$ cat config.mk
export PLATFORM = sky130hd
export DESIGN_NAME = booth_r4_seq_mult
export DESIGN_NICKNAME = d
export VERILOG_FILES = /design/src/rtl/booth_r4_seq_mult.sv
export SDC_FILE = /design/constraint.sdc
export NUM_CORES = 1
export LEC_CHECK = 0
export CORE_ASPECT_RATIO = 0.8
export CORE_MARGIN = 3
export CORE_UTILIZATION = 28
export CTS_CLUSTER_SIZE = 40
export DETAILED_ROUTE_END_ITERATION = 16
export PLACE_DENSITY = 0.41
export SETUP_SLACK_MARGIN = 0.05
export SYNTH_ARGS = -nofsm -noshare
export SYNTH_HDL_FRONTEND = slang
export SYNTH_SLANG_ARGS = --single-unit
$ cat constraint.sdc
create_clock -name clk -period 16.35 [get_ports clk]
set_input_delay 2.4525 -clock clk [delete_from_list [all_inputs] [get_ports clk]]
set_output_delay 2.4525 -clock clk [all_outputs]
set_load 0.01 [all_outputs]
$ cat src/rtl/booth_r4_seq_mult.sv
// Iterative radix-4 Booth multiplier: retires DPC digits per RUN cycle into a 2*WIDTH accumulator.
// Latency: ceil(D/DPC) cycles from accept to out_valid (D = WIDTH/2 signed, WIDTH/2+1 unsigned).
// Backpressure: the product is held in DONE until out_ready; new operands are accepted only in IDLE.
module booth_r4_seq_mult #(
  parameter int WIDTH = 16,
  parameter int DPC   = 1
) (
  input  logic               clk,
  input  logic               rst,
  input  logic               in_valid,
  output logic               in_ready,
  input  logic               in_signed,
  input  logic [WIDTH-1:0]   in_a,
  input  logic [WIDTH-1:0]   in_b,
  output logic               out_valid,
  input  logic               out_ready,
  output logic [2*WIDTH-1:0] out_p
);

  localparam int PW = 2 * WIDTH;
  localparam int BW = WIDTH + 3;
  localparam int IW = $clog2(WIDTH + DPC + 2) + 1;

  typedef enum logic [1:0] {
    S_IDLE = 2'd0,
    S_RUN  = 2'd1,
    S_DONE = 2'd2
  } state_t;

  state_t          state_q, state_d;
  logic            in_ready_q, in_ready_d;
  logic            out_valid_q, out_valid_d;
  logic [PW-1:0]   out_p_q, out_p_d;
  logic [PW-1:0]   acc_q, acc_d;
  logic [PW-1:0]   am_q, am_d;
  logic [BW-1:0]   bsh_q, bsh_d;
  logic [IW-1:0]   i_q, i_d;
  logic            signed_q, signed_d;

  logic            accept;
  logic            last_iter;
  logic [IW-1:0]   d_lim;
  logic [PW-1:0]   acc_sum;
  logic [PW-1:0]   mag;
  logic [2:0]      trip;
  logic            dig_single, dig_double, dig_neg;

  assign accept    = (state_q == S_IDLE) && in_valid && in_ready_q;
  assign d_lim     = signed_q ? IW'(WIDTH / 2) : IW'(WIDTH / 2 + 1);
  assign last_iter = (i_q + IW'(DPC)) >= d_lim;

  // State register
  always_ff @(posedge clk) begin
    if (rst) begin
      state_q     <= S_IDLE;
      in_ready_q  <= 1'b1;
      out_valid_q <= 1'b0;
    end else begin
      state_q     <= state_d;
      in_ready_q  <= in_ready_d;
      out_valid_q <= out_valid_d;
    end
  end

  // Next-state logic
  always_comb begin
    state_d = state_q;
    case (state_q)
      S_IDLE: if (in_valid && in_ready_q) state_d = S_RUN;
      S_RUN:  if (last_iter) state_d = S_DONE;
      S_DONE: if (out_valid_q && out_ready) state_d = S_IDLE;
      default: state_d = S_IDLE;
    endcase
  end

  // Output logic: handshake flags are registered versions of the next state
  always_comb begin
    in_ready_d  = (state_d == S_IDLE);
    out_valid_d = (state_d == S_DONE);
  end

  // Digit chain: digit j of this cycle sees multiplicand pre-shifted by 2*(i+j)
  always_comb begin
    acc_sum    = acc_q;
    mag        = '0;
    trip       = '0;
    dig_single = 1'b0;
    dig_double = 1'b0;
    dig_neg    = 1'b0;
    for (int j = 0; j < DPC; j++) begin
      trip       = bsh_q[2*j +: 3];
      dig_single = trip[1] ^ trip[0];
      dig_double = (~trip[2] & trip[1] & trip[0]) | (trip[2] & ~trip[1] & ~trip[0]);
      dig_neg    = trip[2];
      if (dig_single)      mag = am_q << (2 * j);
      else if (dig_double) mag = am_q << (2 * j + 1);
      else                 mag = '0;
      if ((i_q + IW'(j)) < d_lim && (dig_single || dig_double)) begin
        acc_sum = dig_neg ? (acc_sum - mag) : (acc_sum + mag);
      end
    end
  end

  always_comb begin
    acc_d    = acc_q;
    am_d     = am_q;
    bsh_d    = bsh_q;
    i_d      = i_q;
    signed_d = signed_q;
    out_p_d  = out_p_q;
    if (accept) begin
      am_d     = in_signed ? {{WIDTH{in_a[WIDTH-1]}}, in_a} : {{WIDTH{1'b0}}, in_a};
      bsh_d    = in_signed ? {{2{in_b[WIDTH-1]}}, in_b, 1'b0} : {2'b00, in_b, 1'b0};
      acc_d    = '0;
      i_d      = '0;
      signed_d = in_signed;
    end else if (state_q == S_RUN) begin
      acc_d = acc_sum;
      am_d  = am_q << (2 * DPC);
      bsh_d = bsh_q >> (2 * DPC);
      i_d   = i_q + IW'(DPC);
      if (last_iter) out_p_d = acc_sum;
    end
  end

  always_ff @(posedge clk) begin
    if (rst) begin
      acc_q    <= '0;
      am_q     <= '0;
      bsh_q    <= '0;
      i_q      <= '0;
      signed_q <= 1'b0;
      out_p_q  <= '0;
    end else begin
      acc_q    <= acc_d;
      am_q     <= am_d;
      bsh_q    <= bsh_d;
      i_q      <= i_d;
      signed_q <= signed_d;
      out_p_q  <= out_p_d;
    end
  end

  assign in_ready  = in_ready_q;
  assign out_valid = out_valid_q;
  assign out_p     = out_p_q;

endmodule

==> impl_metrics.yaml <==
clocking:
  cts_resized: 0
  cts-root-buf: "clkbuf_16"
  ctsHoldBuffers: 0
  htreeDepth: 4
  clock_sinks: 125
  clk_path_buf_depth: 2
  cts_buffers: 17
  path_clk_slew_ns: 0.06
  clkLatencyLatePin_ns: 0.43
  post_cts.repair.setup_buffers: 0
  cts_tree: "done"
layout:
  nets: 1220
  design_area_sq_um: 9841
  fillers: 3116
  drive_gt1_share_pct: 6.121
  syn_to_final_growth_pct: 18.91
  finalNonFillerCells: 1530
  insertedDiodeCount: 0
sta:
  worst_slew_pin_slew_ns: 0.9164
  setup_viol: 0
  period_needed_ns: 6.490
  rsz0062_at_grt: "false"
  relSlewSlack_pct: 38.68
  period_share_pct: 39.69
  hold_ws_ns: 0.4524
  drv_slew: 0
  fin_skew_ns: 0.01035
  max_freq_ghz: 0.1541
  setup_tns_ns: 0
  finalHoldViolCount: 0
critical_path:
  critPathRequiredTime_ns: 16.69
  cp.arrival_ns: 6.83
  critical_path_buf_inv_count: 2
  end_kind: "flip-flop"
  critPathLaunch: "bsh_q[2]"
  critPathLaunchType: "flip-flop"
  crit_chain: "buf_4 > nand3b_1 > nand2_1 > a22oi_1 > ha_1 > inv_1 > a221o_1 > nor4_1 > and3_1 > nor2_1 > a221oi_1 > ha_1 > a21o_1 > a21o_1 > a21oi_1 > nor2b_1 > o21ai_0 > o21a_1 > o311ai_0 > nand2_1 > a311oi_1"
  crit_slowest_cell: "nor4_1"
  worstSetupPathType: "reg2reg"
  timing.rr.start: "bsh_q[2]"
  path_delay_family: "compound AO/OA/AOI/OAI gates"
  cp_max_fo: 45
  reg2reg_slack_ns: 9.86
  slowest_delay_ns: 0.56
grt:
  antenna_found_initial: 0
  grt_max_degree: 64
  grt.total_usage_pct: 17.56
  grt_pass1_wl_um: 44090
  grt_overflow_total: 0
  first_global_vias: 7634
worst_hold_path:
  min_path_type: "reg2reg"
  hold_path.startpoint: "bsh_q[5]"
power:
  clock_power_share_pct: 30.2
  cellPowerDensity_nw_per_um2: 129.3
  power_uw: 1272
  switching_share_pct: 40.48
  ir_worst_vdd_mv: 0.08220
  sequentialPowerShare_pct: 27.4
  p_comb_share_pct: 42.3
  power_leakage_uw: 0.003602
  intPower_uw: 757.1
  switchingPower_uw: 514.9
synth:
  synthArstFlopShare_pct: 0
  yosys-top-cells-count: "nand2_1 (156), nor2_1 (138), a21oi_1 (132)"
  synthCells: 1119
  synth_top_area_cell: "dfxtp_1"
  ys_top_cells_by_area: "dfxtp_1 (30%), a21oi_1 (8.0%), nand2_1 (7.1%)"
  yosys_warnings: 0
  yosysSeqAreaShare_pct: 30.24
  synth_edf_count: 0
  syn_area_sq_um: 8275
  synth_seq_cells: 125
  yosysTopAreaCellShare_pct: 30.24
  avgSynthCellArea_sq_um: 7.395
  yosysUniqueCellTypes: 75
  syn-num-nets: 1192
  synth_most_common_cell: "nand2_1"
  synth_ff_type: "dfxtp_1"
die:
  placementRows: 55
  die-area_sq_um: 31670
  coreArea_sq_um: 28700
  die_x_um: 198.2
  initial_core_util_pct: 28.84
  ioPinCount: 71
  die_h_um: 159.8
run_status:
  status: "complete, no violations"
route:
  wl_per_cell_um: 18.25
  drc: 0
  vias_per_cell: 5.346
  drtPass1Iterations: 5
  drt_wl_total_um: 27920
  drtIter0Drc: 618
  via_count: 8179
  ant_nets: 0
placed_design:
  hpwl_um: 19610
  portBuffers: 70
  gp_congestion: 0.8507
  dpl-instance-area_sq_um: 9256
  placedCellCount: 1498
flow_run:
  maxCapViolations: 0
-- worst register-to-register path: cells and delay by family, from the launching register on --
kind | cells | cell delay (ns)
adder cells (fa/ha/maj) | 2 | 0.58
flip-flops | 1 | 0.31
AO/OA/AOI/OAI | 10 | 2.95
AND/OR/NAND/NOR | 7 | 2.12
buffers and inverters | 2 | 0.44
-- sequential cells by signal, summed over array words and instances (netlist names) --
register   cells
acc_q         32
am_q          32
bsh_q         18
i_q            6
in_ready       1
out_p         32
out_valid      1
signed_q       1
state_q        2
-- per-layer routing --
layer / vias to the layer above / global-route usage (%) / share of wire [%]
li1: 4102 / - / -
met1: 3897 / 26.34 / 52
met2: 155 / 25.60 / 43
met3: 25 / 3.122 / 3.7
met4: 0 / 4.855 / 1.6
met5: - / 0 / 0
-- power groups by stage --
| stage | Clock [uW] | Combinational (uW) | Sequential [uW] |
|---|---|---|---|
| after global routing | 410 | 598 | 352 |
| after global placement | 0 | 537 | 356 |
| after CTS | 398 | 537 | 349 |
| final | 385 | 538 | 349 |
| after floorplan | 0 | 406 | 344 |
| after detailed placement | 0 | 534 | 356 |
-- area by class of cell --
cell class                 instances  area, sq um  area share [%]
multi-input combinational        894         5383           54.70
sequential                       125         2502           25.43
timing repair buffer              87        825.8           8.392
tap                              370        462.9           4.704
clock buffer                      19        442.9           4.501
clock inverter                    13        141.4           1.437
inverter                          22        82.58          0.8392
-- cell usage in the layout (no fill, tap or decap), types with 5 or more instances in the layout --
cell	synthesis	routed
a21oi_1	132	132
nand2b_1	8	8
nor3_1	26	26
clkbuf_16	0	17
xnor2_1	22	22
a21boi_0	6	6
nand3_1	19	19
xor2_1	26	25
nand4_1	6	6
a31oi_1	14	14
o21ai_0	58	58
nand2_1	156	156
or3_1	7	7
a221oi_1	6	6
nor2_1	138	137
clkdlybuf4s50_1	0	69
o21bai_1	6	6
buf_4	2	18
o21a_1	6	6
nor2b_1	10	9
inv_1	22	22
a311oi_1	20	20
mux2i_1	13	13
clkinvlp_4	0	6
ha_1	35	35
a22oi_1	32	32
a21o_1	18	18
dfxtp_1	125	125
o211ai_1	9	9
nor4_1	5	5
and3_1	9	9
a211oi_1	35	35
-- worst paths after layout --
kind,end,cells after the start
max,out_p[28],21
min,bsh_q[5],2
max reg2reg,out_p[28],21
min reg2reg,bsh_q[5],2
-- cell families after synthesis --
kind of cell    count (synthesis)  share of synthesized area [%]
mux                            15                          1.844
buf+inv                       100                          5.095
compound gates                378                          29.38
xor+xnor                       48                          5.080
simple gates                  417                          22.83
fa+ha+maj                      36                          5.534
flops                         125                          30.24
-- metrics by stage --
stage | utilization, % | worst slack [ns]
after floorplan | - | 11.18
after global placement | 32.26 | 10.10
after detailed placement | 32.26 | 9.967
after CTS | 34.29 | 9.937
after global routing | 34.29 | 9.421
final | 34.29 | 9.860
Note: power is estimated with default switching activity, not from simulation.
